===== config.mk =====
export PLATFORM = sky130hd
export DESIGN_NAME = sseg_scan_driver
export DESIGN_NICKNAME = d
export VERILOG_FILES = /design/src/rtl/sseg_pkg.sv /design/src/rtl/sseg_scan_driver_hex_to_seg.sv /design/src/rtl/sseg_scan_driver.sv
export SDC_FILE = /design/constraint.sdc
export NUM_CORES = 1
export LEC_CHECK = 0
export ABC_AREA = 1
export ABC_CLOCK_PERIOD_IN_PS = 7500
export BUFFER_PORTS_ARGS = -buffer_cell sky130_fd_sc_hd__buf_2
export CAP_MARGIN = 20
export CORE_MARGIN = 3
export CORE_UTILIZATION = 51
export CTS_CLUSTER_DIAMETER = 200
export DETAILED_ROUTE_END_ITERATION = 6
export PLACE_DENSITY_LB_ADDON = 0.1
export SYNTH_ARGS = -nofsm -noshare
export SYNTH_HDL_FRONTEND = slang
export SYNTH_SLANG_ARGS = --single-unit

===== constraint.sdc =====
create_clock -name clk -period 7.5 [get_ports clk]
set_input_delay 0.375 -clock clk [delete_from_list [all_inputs] [get_ports clk]]
set_output_delay 0.375 -clock clk [all_outputs]
set_load 0.01 [all_outputs]

===== src/rtl/sseg_pkg.sv =====
// sseg_pkg: shared constants, FSM state type and hex segment table for the seven-segment driver
package sseg_pkg;
  localparam logic [6:0] SEG_OFF = 7'b1111111;
  localparam logic [3:0] AN_OFF = 4'b1111;
  typedef enum logic {BLANK, SHOW} sseg_state_t;
  localparam logic [15:0][6:0] HEX_SEG = {
    7'h0E, 7'h06, 7'h21, 7'h46, 7'h03, 7'h08, 7'h10, 7'h00,
    7'h78, 7'h02, 7'h12, 7'h19, 7'h30, 7'h24, 7'h79, 7'h40
  };
endpackage


===== src/rtl/sseg_scan_driver_hex_to_seg.sv =====
// hex_to_seg: combinational hex nibble to active-low {g,f,e,d,c,b,a} segment decoder
module hex_to_seg
  import sseg_pkg::*;
(
  input  logic [3:0] nib,
  output logic [6:0] seg
);
  assign seg = HEX_SEG[nib];
endmodule


===== src/rtl/sseg_scan_driver.sv =====
// sseg_scan_driver: 4-digit multiplexed seven-segment driver with frame-synchronous double buffering; define SSEG_BLANK_EN for per-slot blanking
module sseg_scan_driver
  import sseg_pkg::*;
#(
  parameter int DIV_W = 16,
  parameter int BLANK_CYC = 256
) (
  input  logic        clk,
  input  logic        reset,
  input  logic [15:0] digits_in,
  input  logic        load,
  output logic [3:0]  an,
  output logic [6:0]  seg,
  output logic        frame_start
);
`ifdef SSEG_BLANK_EN
  localparam int BLANK_ON = 1;
`else
  localparam int BLANK_ON = 0;
`endif
  localparam int BLANK_LEN = BLANK_ON * BLANK_CYC;
  logic [DIV_W-1:0] cnt, cnt_n;
  logic [1:0] idx, idx_n;
  logic [15:0] pend, act, act_n;
  logic dirty, slot_end, frame_end;
  logic [3:0] nib, an_n;
  logic [6:0] dec, seg_n;
  sseg_state_t state, state_n;
  // outputs are registered from next-cycle values so they line up with cnt/idx/state
  always_comb begin
    slot_end = &cnt;
    frame_end = slot_end && idx == 2'd3;
    cnt_n = cnt + DIV_W'(1);
    idx_n = idx + {1'b0, slot_end};
    act_n = frame_end ? (load ? digits_in : pend) : act;
    nib = act_n[{idx_n, 2'b00} +: 4];
  end
  hex_to_seg u_dec (.nib(nib), .seg(dec));
  // state register
  always_ff @(posedge clk or posedge reset) begin
    if (reset) state <= BLANK;
    else state <= state_n;
  end
  // next state: blank at the start of every slot, show once the blank window has elapsed
  always_comb begin
    state_n = (BLANK_LEN == 0) ? SHOW :
              slot_end ? BLANK :
              (state == BLANK && cnt == DIV_W'(BLANK_LEN - 1)) ? SHOW : state;
  end
  // output decode for the upcoming cycle
  always_comb begin
    an_n = (state_n == SHOW) ? ~(4'b0001 << idx_n) : AN_OFF;
    seg_n = (state_n == SHOW) ? dec : SEG_OFF;
  end
  // scan counters, double buffer and registered outputs
  always_ff @(posedge clk or posedge reset) begin
    if (reset) begin
      cnt <= '0;
      idx <= '0;
      pend <= '0;
      act <= '0;
      dirty <= 1'b0;
      an <= AN_OFF;
      seg <= SEG_OFF;
      frame_start <= 1'b0;
    end else begin
      cnt <= cnt_n;
      idx <= idx_n;
      act <= act_n;
      if (load) pend <= digits_in;
      dirty <= frame_end ? 1'b0 : (dirty || load);
      an <= an_n;
      seg <= seg_n;
      frame_start <= frame_end && (dirty || load);
    end
  end
endmodule


==> results of run 1 <==
-- metrics by stage --
| step | hold slack, ps | worst slack (ps) | total power, mW | util (%) | cell area, µm² |
|---|---|---|---|---|---|
| global route | 287 | 4100 | 0.759 | 62.0 | 3540 |
| global placement | 435 | 4670 | 0.382 | 57.8 | 3300 |
| CTS | 271 | 4510 | 0.737 | 62.0 | 3540 |
| detailed placement | 445 | 4580 | 0.383 | 57.8 | 3300 |
| floorplan | 422 | 4920 | 0.372 | - | 3100 |
| finish | 245 | 4530 | 0.727 | 62.0 | 3540 |
-- layout make-up --
class	count	area (µm²)	area share, %
Sequential cell	63	1590	45.0
Multi-Input combinational cell	212	1240	35.0
Inverter	60	225	6.37
Timing Repair Buffer	31	158	4.46
Clock buffer	10	128	3.61
Clock inverter	6	109	3.08
Tap cell	72	90.1	2.55
-- state kept, by name (all words and copies together) (netlist names) --
name / cells
act: 16
cnt: 16
pend: 16
seg: 7
an: 4
idx: 2
dirty: 1
frame_start: 1
-- worst register-to-register path: cells and delay by family (launching register included) --
kind,cells,cell delay [ps]
fa+ha+maj,3,650
buf+inv,2,170
flops,1,370
simple gates,12,1730
-- routing by layer --
metal,wire length (µm),vias to the layer above,share of wire [%],GRT usage [%]
met3,395,10,7.0,5.63
met4,108,0,1.9,6.58
met1,2660,1021,47,25.2
met5,0,-,0,0
met2,2520,65,44,27.5
li1,-,1127,-,-
-- worst paths after layout --
kind,start,to,slack [ps],cells after the start
setup / recovery,cnt[0]$_DFF_PP0_,seg[0]$_DFF_PP1_,4530,17
hold / removal,reset,cnt[13]$_DFF_PP0_,250,3
setup reg to reg,cnt[0]$_DFF_PP0_,seg[0]$_DFF_PP1_,4530,17
hold reg to reg,cnt[0]$_DFF_PP0_,cnt[0]$_DFF_PP0_,450,1
max in group asynchronous,reset,cnt[4]$_DFF_PP0_,6740,3
min in group clk,digits_in[0],pend[0]$_DFF_PP0_,350,4
-- placed cells by master (no fill, tap or decap) --
cell / n
sky130_fd_sc_hd__a21oi_1: 2
sky130_fd_sc_hd__and2_1: 10
sky130_fd_sc_hd__buf_2: 30
sky130_fd_sc_hd__buf_4: 1
sky130_fd_sc_hd__bufinv_16: 3
sky130_fd_sc_hd__clkbuf_1: 1
sky130_fd_sc_hd__clkbuf_8: 9
sky130_fd_sc_hd__clkinv_1: 1
sky130_fd_sc_hd__clkinv_2: 2
sky130_fd_sc_hd__clkinv_4: 1
sky130_fd_sc_hd__dfrtp_1: 52
sky130_fd_sc_hd__dfstp_2: 11
sky130_fd_sc_hd__ha_1: 8
sky130_fd_sc_hd__inv_1: 53
sky130_fd_sc_hd__inv_2: 6
sky130_fd_sc_hd__nand2_1: 61
sky130_fd_sc_hd__nand2_2: 7
sky130_fd_sc_hd__nand2_4: 3
sky130_fd_sc_hd__nand3_1: 38
sky130_fd_sc_hd__nand3_2: 5
sky130_fd_sc_hd__nand4_1: 3
sky130_fd_sc_hd__nor2_1: 12
sky130_fd_sc_hd__nor2_2: 2
sky130_fd_sc_hd__nor2_4: 3
sky130_fd_sc_hd__nor2_8: 2
sky130_fd_sc_hd__nor3_1: 2
sky130_fd_sc_hd__o21a_1: 4
sky130_fd_sc_hd__o21ai_0: 6
sky130_fd_sc_hd__o21ai_1: 12
sky130_fd_sc_hd__o21ai_2: 1
sky130_fd_sc_hd__or2_0: 4
sky130_fd_sc_hd__or2_1: 9
sky130_fd_sc_hd__or2_2: 4
sky130_fd_sc_hd__xnor2_1: 3
sky130_fd_sc_hd__xor2_1: 11
-- logic make-up after synthesis --
| group | synth area share (%) |
|---|---|
| AND/OR/NAND/NOR | 28.2 |
| buffers and inverters | 8.91 |
| XOR/XNOR | 3.95 |
| AO/OA/AOI/OAI | 4.47 |
| adder cells (fa/ha/maj) | 3.22 |
| flip-flops | 51.2 |
-- report_power, final --
| group | switching, mW | internal [mW] |
|---|---|---|
| Combinational | 0.0175 | 0.00869 |
| Sequential | 0.00191 | 0.348 |
| Clock | 0.131 | 0.220 |
==> results list, run 1 <==
- Top cells by area in the synthesized netlist: sky130_fd_sc_hd__dfrtp_1 42%, sky130_fd_sc_hd__dfstp_2 9.3%, sky130_fd_sc_hd__nand2_1 7.4%, sky130_fd_sc_hd__inv_1 6.5%, sky130_fd_sc_hd__nand3_1 6.1%
- Synthesis produced a netlist whose cell count is 341.
- The total overflow left after global routing is 0.
- Buffers inserted during clock tree synthesis total 9.
* Element type at the critical path start: register
- Count leader, synth: sky130_fd_sc_hd__nand2_1
* Unique cell type count in the Yosys netlist: 32
- Across the run, the number of max-cap violations was 0.
- Mapped Area: 3100 µm²
- Pin count of the biggest net entering global routing: 64
* Number of nets in the layout: 404
- CP Cell Sequence: ha_1 -> nand2_1 -> nor2_1 -> nand2_4 -> nor2_8 -> ha_1 -> nand2_1 -> nand2_1 -> inv_1 -> nor2_1 -> nand3_1 -> nand4_1 -> ha_1 -> inv_1 -> nand2_2 -> nand3_1 -> nand2_1
- Min Clock Period, post-route: 2970 ps
- The first routing iteration left 72 violations.
- Total buffers and inverters traversed by the critical path: 2
- Starting utilization of the core area: 54.4%
- Synthesis produced a netlist with a net count of 368.
* Skew-Pair Late Insertion Delay: 340 ps
* Cell with the biggest individual delay on the critical path: sky130_fd_sc_hd__nor2_1
- Share of Yosys cell area claimed by the top area cell type: 41.9%
* Fraction of final layout cells with drive strength greater than 1: 23.6%
- From synthesis to final layout, the design area changed by 13.9%.
* Kind of cell adding the most delay to the critical path: simple AND/OR/NAND/NOR gates
- The critical path in this run is classified as register to register.
- TritonCTS built the clock tree.
- Between clock sinks in the finished design, the worst skew comes to 8.17 ps.
- Post-CTS setup buffer count: 0
- Worst endpoint required time: 7780 ps
- In this run, post-CTS repair resized a total of 0 instances.
- The worst pin sits at a relative slew slack of 48.6%.
- Detailed placement HPWL: 3960 µm
- Delay of the slowest cell on the worst path: 390 ps
* Largest area contributor in the netlist: sky130_fd_sc_hd__dfrtp_1
- Clock tree synthesis selected as its root buffer the cell sky130_fd_sc_hd__clkbuf_8.
* Drt wl/cell: 12.5 µm
* Ratio of routed vias to standard cells: 4.90
* Detailed Routing Iterations Pass 1: 4
- The number of antenna violations at the first check in global routing is 0.
- The number of hold violations in the final report was 0.
- Number of buffer cells added on primary ports: 30
* Number of remaining DRC errors: 0
- Buffers from clock root to sink, at most: 2
* Number of inserted filler cells in the final layout: 489
* Area of the core: 5710 µm²
* Clock-pin slew of the registers on the worst-case setup and hold paths: 70 ps
- In this run the count of I/O pins placed on the die edge is 31.
* CTS Hold Buffers Added: 0
* Fraction of registers with async set/reset: 100%
- Post-synth EDFFs: 0
- Number of max-slew violations in the final report: 0
- Yosys reg bits: 63
* Syn. warnings: 0
* CP Max Fanout: 13
- Counting stages on the worst path, the most repeated cell is sky130_fd_sc_hd__nand2_1.
- VDD sags by at most 124 µV.
- In this run the remaining antenna-violating nets after routing total 0.
- Once placement completed, the tool counted placed cells totaling 438.
* Post-route non-filler standard cell count: 454
- Based on the critical path, the design can be clocked at up to 337 MHz.
- Avg Inst Size Synth: 9.10 µm²
- Main flop type after synthesis: sky130_fd_sc_hd__dfrtp_1
- Unrepaired setup endpoints after global routing: no
* Setup Total Neg Slack: 0 ps
* Final Setup Violations: 0
- Last weighted congestion value of the routability-driven placer: 0.855
- In the global route stage, overall resource usage came out at 18.4%.
- Die width: 84.0 µm
* Static Leak: 1.90 nW
- At the worst endpoint, the arrival time is 3250 ps.
- The H-tree was split into 3 levels.
- The die covers 7060 µm².
- The share of the Yosys chip area taken by registers is 51.2%.
- Die span in y: 84.0 µm
- Pwr/cell area: 206 nW/µm²
- In this run the worst hold path is classified as input port to asynchronous set/reset pin.
- Final Routed Wirelength: 5680 µm
- Top cells by instance count after synthesis: 61 x sky130_fd_sc_hd__nand2_1, 54 x sky130_fd_sc_hd__inv_1, 52 x sky130_fd_sc_hd__dfrtp_1
- In the finished design, the share of the clock period the worst path needs comes to 39.6%.
- Detailed routing inserted a total of 2223 vias.
- 0 antenna diodes ended up in the layout.
- The via count of the first global-routing pass was 2135.
* Site Rows: 27
- The flow ran to the end, and the final reports show no timing, DRC or antenna violations.
- Wire length of the first global-routing pass: 10100 µm
- For the pin with the worst max-slew slack, the measured transition is 771 ps.
- Total number of clock tree sinks: 63
- STA classifies the critical path endpoint as a register.
(Power assumes the default switching activity.)
==> run 2: changes to the inputs <==
Settings changed: ABC_AREA 1 to 0, ABC_CLOCK_PERIOD_IN_PS 7500 to 2400.
Clock period 7.5 ns to 2.4 ns, I/O delays scaled along.
==> run 2 against run 1 <==
Compared with the run above: the flow now finishes with violations (negative setup slack); critical endpoint unchanged; highest routed layer unchanged; register-to-register slack worse by 4900 ps; area after synthesis is 12% lower; die area is 11% lower; power grew to 3.0 times the previous value; non-clock buffer count is 37 higher; first-iteration DRC count is 8.3% higher; global-route usage is 0.32 points higher; clock skew is 3.0 ps higher; core utilization is 5.7 points higher; via count is 23% lower; final cell count is 26% lower.
==> results list, run 2 <==
- Status: finished, violations left (was complete, no violations)
* Violated checks: negative setup slack
- Pin count of the biggest net entering global routing: 33 (was 64)
* Total placed instance area: 3210 µm² (was 3300 µm²)
- CTS H-tree depth: 3 (unchanged)
- Fraction of final layout cells with drive strength greater than 1: 55.4% (was 23.6%)
- Die span in y: 79.3 µm (was 84.0 µm)
* Syn. warnings: 0 (unchanged)
* Top cells by area in the synthesized netlist: sky130_fd_sc_hd__dfrtp_1 48%, sky130_fd_sc_hd__mux2_2 14%, sky130_fd_sc_hd__dfstp_2 11%, sky130_fd_sc_hd__ha_1 3.7%, sky130_fd_sc_hd__mux4_2 3.3% (was sky130_fd_sc_hd__dfrtp_1 42%, sky130_fd_sc_hd__dfstp_2 9.3%, sky130_fd_sc_hd__nand2_1 7.4%, sky130_fd_sc_hd__inv_1 6.5%, sky130_fd_sc_hd__nand3_1 6.1%)
* Setup Total Neg Slack: -2580 ps (was 0 ps)
* Total number of vias: 1711 (was 2223)
- The summed instance area of the synthesized netlist was 2740 µm² (was 3100 µm²).
* Final WS setup: -390 ps (was 4530 ps)
- Max-capacitance violation count: 0 (unchanged)
- The area share of the largest cell type after synthesis was 47.6% (was 41.9%).
* Area growth from synthesis to layout: 27.0% (was 13.9%)
* Overall routing resource usage: 18.7% (was 18.4%)
* Critical path start-end classification: register to register (unchanged)
* Largest area contributor in the netlist: sky130_fd_sc_hd__dfrtp_1 (unchanged)
* Hold WC Path Type: input port to register (was input port to asynchronous set/reset pin)
- Setup Slack @ Placement: -456 ps (was 4580 ps)
- The kind of start point of the critical path is a register (unchanged).
- Pwr/cell area: 637 nW/µm² (was 206 nW/µm²)
- Detailed placement HPWL: 3770 µm (was 3960 µm)
- The number of distinct standard cells referenced by the synthesized netlist is 33 (was 32).
- The clock latency reported for the late side of the worst-skew pair was 330 ps (was 340 ps).
* Final total power: 2.21 mW (was 727 µW)
- The final weighted congestion in routability-driven placement is 0.921 (was 0.855).
- Total congestion overflow: 0 (unchanged)
* Antenna fix cells: 0 (unchanged)
* Count leader, synth: sky130_fd_sc_hd__dfrtp_1 (was sky130_fd_sc_hd__nand2_1)
* IR Drop Worst-Case VDD: 389 µV (was 124 µV)
- WP data arrival: 3050 ps (was 3250 ps)
* Post-synth EDFFs: 0 (unchanged)
- The initial core utilization came to 53.2% (was 54.4%).
- The count of buffers inserted at the top-level ports is 30 (unchanged).
- Wire length of the first global-routing pass: 8760 µm (was 10100 µm)
* Main flop type after synthesis: sky130_fd_sc_hd__dfrtp_1 (unchanged)
- Commonest non-fill, non-tap cells in the layout: 52 x sky130_fd_sc_hd__dfrtp_1, 34 x sky130_fd_sc_hd__buf_4, 33 x sky130_fd_sc_hd__mux2_2, 31 x sky130_fd_sc_hd__buf_2, 11 x sky130_fd_sc_hd__dfstp_2 (was 61 x sky130_fd_sc_hd__nand2_1, 53 x sky130_fd_sc_hd__inv_1, 52 x sky130_fd_sc_hd__dfrtp_1, 38 x sky130_fd_sc_hd__nand3_1, 30 x sky130_fd_sc_hd__buf_2).
- The fmax came to 358 MHz (was 337 MHz).
* Synth Net Count: 215 (was 368)
- Most common cell after layout, fill and taps aside: sky130_fd_sc_hd__dfrtp_1 (was sky130_fd_sc_hd__nand2_1)
- The sequential share of the synthesized area came to 58.1% (was 51.2%).
* TritonCTS clock tree: built (unchanged)
- The max-slew violation count came to 0 (unchanged).
- The buffer type at the clock tree root is sky130_fd_sc_hd__clkbuf_8 (unchanged).
* Number of DRC violations after detailed-routing iteration 0: 78 (was 72)
- The total of endpoints with negative setup slack in the final report is 7 (was 0).
- Registers with the highest flip-flop counts: act (16), cnt (16), pend (16) (unchanged)
* CP Max Fanout: 5 (was 13)
- The die area is 6280 µm² (was 7060 µm²).
- Unrepaired setup endpoints after global routing: yes (was no).
- The post-layout minimum cycle time was 2790 ps (was 2970 ps).
- Antenna viol nets, final: 0 (unchanged)
- I/O pin cnt: 31 (unchanged)
* Design area: 3480 µm² (was 3540 µm²)
- The number of hold violations in the final report came to 0 (unchanged).
- The total CTS buffers was 9 (unchanged).
- Number of nets in the layout: 289 (was 404)
- The number of antenna violations at the first check in global routing was 0 (unchanged).
- The first-pass detailed-route iteration total is 4 (unchanged).
* Number of global-route vias before repair: 1861 (was 2135)
* Site Rows: 26 (was 27)
* Cells after synthesis: 188 (was 341)
- Number of remaining DRC errors: 0 (unchanged)
* Top cells by instance count after synthesis: 52 x sky130_fd_sc_hd__dfrtp_1, 33 x sky130_fd_sc_hd__mux2_2, 11 x sky130_fd_sc_hd__dfstp_2 (was 61 x sky130_fd_sc_hd__nand2_1, 54 x sky130_fd_sc_hd__inv_1, 52 x sky130_fd_sc_hd__dfrtp_1)
- Tightest slew margin relative to the limit: 57.4% (was 48.6%)
- Yosys reg bits: 63 (unchanged)
- The element type at the critical path end was a register (unchanged).
- The routed length per instance came to 15.5 µm (was 12.5 µm).
- The ratio of final minimum period to clock period was 116% (was 39.6%).
- Static Leak: 1.66 nW (was 1.90 nW)
* Pin slew with the least headroom to its limit: 638 ps (was 771 ps)
* Final setup skew: 11.1 ps (was 8.17 ps)
- Fraction of registers with async set/reset: 100% (unchanged)
* Area of the core: 5140 µm² (was 5710 µm²)
* Ratio of routed vias to standard cells: 5.08 (was 4.90)
- Die width: 79.3 µm (was 84.0 µm)
* Avg Inst Size Synth: 14.6 µm² (was 9.10 µm²)
- Buffers from clock root to sink, at most: 2 (unchanged)
- The clock edge transition at the registers on the reported setup and hold paths was 70 ps (about the same).
- Total number of clock tree sinks: 63 (unchanged)
- The required time reported for the critical path endpoint came to 2660 ps (was 7780 ps).
* Final Routed Wirelength: 5230 µm (was 5680 µm)
==> run 2: per-layer routing <==
metal	vias to the layer above	share of wire (%)	global-route usage, %
li1	804	-	-
met1	862	40	20.9
met2	33	53	32.7
met3	12	3.8	4.76
met4	0	2.6	9.79
met5	-	0	0
==> run 2: kinds of logic (layout without fill, tap and decap cells) <==
kind of cell,count (synthesis),count (layout),synth area share (%)
muxes,45,45,20.6
adders and majority gates,8,8,3.66
buffers and inverters,15,93,2.79
DFF,63,63,58.1
xor gates and xnor gates,16,16,5.12
and+or+nand+nor,34,35,7.73
AOI/OAI and AO/OA,7,7,2.01
==> run 2: cell type report <==
cell class	instances	area, µm²
Fill cell	424	1660
Sequential cell	63	1590
Multi-Input combinational cell	111	1130
Timing Repair Buffer	68	443
Clock buffer	12	145
Tap cell	70	87.6
Clock inverter	4	45.0
Inverter	9	33.8
==> run 2: worst paths after layout <==
kind	cells after the start	slack, ps	endpoint	startpoint
max	9	-390	seg[0]$_DFF_PP1_	cnt[1]$_DFF_PP0_
min	2	30	pend[6]$_DFF_PP0_	digits_in[6]
max reg2reg	9	-390	seg[0]$_DFF_PP1_	cnt[1]$_DFF_PP0_
min reg2reg	1	500	pend[9]$_DFF_PP0_	pend[9]$_DFF_PP0_
max in group asynchronous	4	1150	seg[5]$_DFF_PP1_	reset
min in group asynchronous	3	420	cnt[12]$_DFF_PP0_	reset
==> run 2: timing repair <==
item | CTS | global route
cloned | 1 | 1
buffers inserted | 1 | 2
pin swaps | 1 | 0
gates resized for setup | 7 | 3
hold buffers | 1 | 0
endpoints found under the setup margin | 7 | 7
endpoints found under the hold margin | 29 | 0
==> run 2: power breakdown <==
part,switching [mW],internal [mW],leakage [nW]
sequential,0.0133,1.12,0.768
combinational,0.0932,0.0952,0.795
clock,0.388,0.504,0.100
==> run 2: metrics by stage <==
stage / hold WS [ps] / cells / util, %
global route: 24.0 / 337 / 67.6
global placement: 220 / 315 / 62.4
floorplan: 285 / 188 / -
finish: 31.1 / 337 / 67.6
CTS: 20.6 / 334 / 66.9
detailed placement: 245 / 315 / 62.4
==> run 2: critical path: stages (launching register included) <==
cell,delay [ps]
sky130_fd_sc_hd__dfrtp_1,360
sky130_fd_sc_hd__ha_2,180
sky130_fd_sc_hd__nand4_1,100
sky130_fd_sc_hd__and4bb_4,380
sky130_fd_sc_hd__nand3_4,130
sky130_fd_sc_hd__mux2_2,320
sky130_fd_sc_hd__mux4_2,550
sky130_fd_sc_hd__ha_4,200
sky130_fd_sc_hd__or3_1,380
sky130_fd_sc_hd__o211a_1,120
==> run 3: changes to the inputs <==
Settings changed: MAX_ROUTING_LAYER set to met4.
==> run 3 against run 2 <==
Compared with the run above: the flow still finishes with violations (negative setup slack); worst setup slack better by 4.6 ps; power unchanged; die area unchanged; core utilization unchanged; critical path depth unchanged; clock power about the same; wire length about the same; non-clock buffer count unchanged; design area unchanged; sequential share of layout area unchanged; via count about the same; sequential power about the same; critical endpoint unchanged; largest cell class unchanged; highest routed layer unchanged.
==> results list, run 3 (synthesized netlist as in run 2, its figures left out) <==
* Status: finished, violations left (unchanged)
- Violated checks: negative setup slack (unchanged)
- Tightest slew margin relative to the limit: 57.4% (about the same)
* Worst hold slack after final layout: 31.2 ps (was 31.1 ps)
* Setup slack on the worst flop-to-flop path: -390 ps (about the same)
* Final WS setup: -385 ps (was -390 ps)
- The share of cells above drive strength 1 was 55.4% (unchanged).
- Worst endpoint required time: 2660 ps (about the same)
- Element type at the critical path start: register (unchanged)
* Wire length of the first global-routing pass: 8750 µm (was 8760 µm)
- I/O pin cnt: 31 (unchanged)
- The start point of the worst hold path is digits_in[6] (unchanged).
* Met3 Use GR: 4.42% (was 4.76%)
* Final Setup Violations: 7 (unchanged)
* Antenna viol nets, final: 0 (unchanged)
- Number of buffer cells added on primary ports: 30 (unchanged)
- The CTS H-tree depth was 3 (unchanged).
* Setup Total Neg Slack: -2550 ps (was -2580 ps)
- Number of global-route vias before repair: 1863 (was 1861)
* CP Cell Sequence: ha_2 -> nand4_1 -> and4bb_4 -> nand3_4 -> mux2_2 -> mux4_2 -> ha_4 -> or3_1 -> o211a_1 (unchanged)
- Detailed placement HPWL: 3770 µm (unchanged)
- Min Clock Period, post-route: 2790 ps (about the same)
- Pin count of the biggest net entering global routing: 33 (unchanged)
* Total congestion overflow: 0 (unchanged)
- The transition time at the pin with the least slew margin came to 638 ps (about the same).
- Registers with the highest flip-flop counts: act (16), cnt (16), pend (16) (unchanged).
* Detailed Routing Iterations Pass 1: 4 (unchanged)
- Number of max-slew violations in the final report: 0 (unchanged)
- The routed length per instance is 15.5 µm (about the same).
- Most common cell after layout, fill and taps aside: sky130_fd_sc_hd__dfrtp_1 (unchanged)
* Setup Slack @ Placement: -456 ps (unchanged)
- The startpoint of the worst-slack reg-to-reg timing path is cnt[1]$_DFF_PP0_ (unchanged).
- The clock edge transition at the registers on the reported setup and hold paths is 70 ps (about the same).
- The number of antenna violations at the first check in global routing is 0 (unchanged).
- The count of buffering cells on the critical path with inverters included was 0 (unchanged).
- Total number of clock tree sinks: 63 (unchanged)
* Number of remaining DRC errors: 0 (unchanged)
- Cells on worst reg2reg path: 9 (unchanged)
- The stage delay of the slowest cell on the critical path came to 550 ps (about the same).
* Kind of cell adding the most delay to the critical path: simple AND/OR/NAND/NOR gates (unchanged)
- Final setup skew: 11.1 ps (about the same)
- The critical-path cell with the highest stage delay is sky130_fd_sc_hd__mux4_2 (unchanged).
- The via count is 1712 (was 1711).
- The buffer type at the clock tree root is sky130_fd_sc_hd__clkbuf_8 (unchanged).
- The routed wire length was 5230 µm (about the same).
* Critical path start-end classification: register to register (unchanged)
- TritonCTS clock tree: built (unchanged)
- Number of cells on the worst hold path: 2 (unchanged)
- Hold WC Path Type: input port to register (unchanged)
* Last weighted congestion value of the routability-driven placer: 0.937 (was 0.921)
* Final critical-path share of the clock period: 116% (about the same)
- The maximum clock path buffer count came to 2 (unchanged).
* Commonest non-fill, non-tap cells in the layout: 52 x sky130_fd_sc_hd__dfrtp_1, 34 x sky130_fd_sc_hd__buf_4, 33 x sky130_fd_sc_hd__mux2_2, 31 x sky130_fd_sc_hd__buf_2, 11 x sky130_fd_sc_hd__dfstp_2 (unchanged)
- CP Max Fanout: 5 (unchanged)
- Unrepaired setup endpoints after global routing: yes (unchanged)
- Area growth from synthesis to layout: 27.0% (unchanged)
* Overall routing resource usage: 19.1% (was 18.7%)
- The count of inserted antenna diode cells is 0 (unchanged).
* Number of DRC violations after detailed-routing iteration 0: 85 (was 78)
- Number of nets in the layout: 289 (unchanged)
* Die width: 79.3 µm (unchanged)
* Endpoint of the worst hold path: pend[6]$_DFF_PP0_ (unchanged)
- The total CTS buffers came to 9 (unchanged).
- Skew-Pair Late Insertion Delay: 330 ps (about the same)
- The met2 global-route usage is 32.7% (unchanged).
* CP endpoint kind: register (unchanged)
- The via-per-instance ratio came to 5.08 (about the same).
- IR Drop Worst-Case VDD: 389 µV (about the same)
- Most heavily used metal layer in global routing: met2 (unchanged)
- The site row count was 26 (unchanged).
- Fmax: 359 MHz (was 358 MHz)
- Pwr/cell area: 637 nW/µm² (unchanged)
- Number of hold-slack violations in the final timing report: 0 (unchanged)
- The data arrival time of the worst path came to 3050 ps (about the same).
* Die footprint: 6280 µm² (unchanged)
* Die span in y: 79.3 µm (unchanged)
* Endpoint of the worst-slack reg-to-reg timing path: seg[0]$_DFF_PP1_ (unchanged)
- Met1 Usage GRT: 20.9% (unchanged)
- The initial core utilization is 53.2% (unchanged).
- The leakage component of the power was 1.66 nW (unchanged).
* Max-capacitance violation count: 0 (unchanged)
* Area of the core: 5140 µm² (unchanged)
## run 3: power breakdown
part           switching [mW]  total, mW  internal, mW
sequential             0.0133       1.13          1.12
combinational          0.0932      0.188        0.0952
clock                   0.388      0.891         0.504
total                   0.494       2.21          1.72
## run 3: layer usage
metal  up-vias  routed length (µm)
li1        804                   -
met3        13                 198
met2        31                2800
met1       864                2110
met5         -                   0
met4         0                 124
## run 3: through the flow
stage	power (mW)	utilization, %	instance area [µm²]	std cells
2_1_floorplan	1.27	-	2770	188
3_3_place_gp	1.32	62.4	3210	315
3_5_place_dp	1.33	62.4	3210	315
4_1_cts	2.23	66.9	3440	334
5_1_grt	2.32	67.6	3480	337
6_report	2.21	67.6	3480	337
## run 3: area by class of cell
| class | instances | area [µm²] |
|---|---|---|
| multi-input cells | 111 | 1130 |
| repair buffers | 68 | 443 |
| fillers | 424 | 1660 |
| well taps | 70 | 87.6 |
| clock inverters | 4 | 45.0 |
| inverters | 9 | 33.8 |
| flip-flops and latches | 63 | 1590 |
| clock buffers | 12 | 145 |
## run 3: worst max-delay path by stage
stage | startpoint | to | slack, ps | depth (start not counted)
after CTS | cnt[0]$_DFF_PP0_ | seg[0]$_DFF_PP1_ | -390 | 9
after floorplan | cnt[0]$_DFF_PP0_ | seg[0]$_DFF_PP1_ | -440 | 10
after global placement | cnt[1]$_DFF_PP0_ | seg[3]$_DFF_PP1_ | -340 | 10
after global routing | cnt[0]$_DFF_PP0_ | seg[4]$_DFF_PP1_ | -500 | 10
after detailed placement | cnt[1]$_DFF_PP0_ | seg[4]$_DFF_PP1_ | -460 | 10
final | cnt[1]$_DFF_PP0_ | seg[0]$_DFF_PP1_ | -390 | 9
## run 3: worst register-to-register path: stages, from the launching register on
cell                       delay (ps)
sky130_fd_sc_hd__dfrtp_1          360
sky130_fd_sc_hd__ha_2             180
sky130_fd_sc_hd__nand4_1          100
sky130_fd_sc_hd__and4bb_4         380
sky130_fd_sc_hd__nand3_4          130
sky130_fd_sc_hd__mux2_2           320
sky130_fd_sc_hd__mux4_2           550
sky130_fd_sc_hd__ha_4             200
sky130_fd_sc_hd__or3_1            380
sky130_fd_sc_hd__o211a_1          120
## run 3: repair_timing
| item | in CTS | in global routing |
|---|---|---|
| hold buffers | 1 | 0 |
| endpoints found under the hold margin | 29 | 0 |
| setup endpoints to repair | 7 | 7 |
| resized for setup | 7 | 3 |
| pin swaps | 1 | 0 |
| setup buffers | 1 | 2 |
| gates cloned | 1 | 1 |
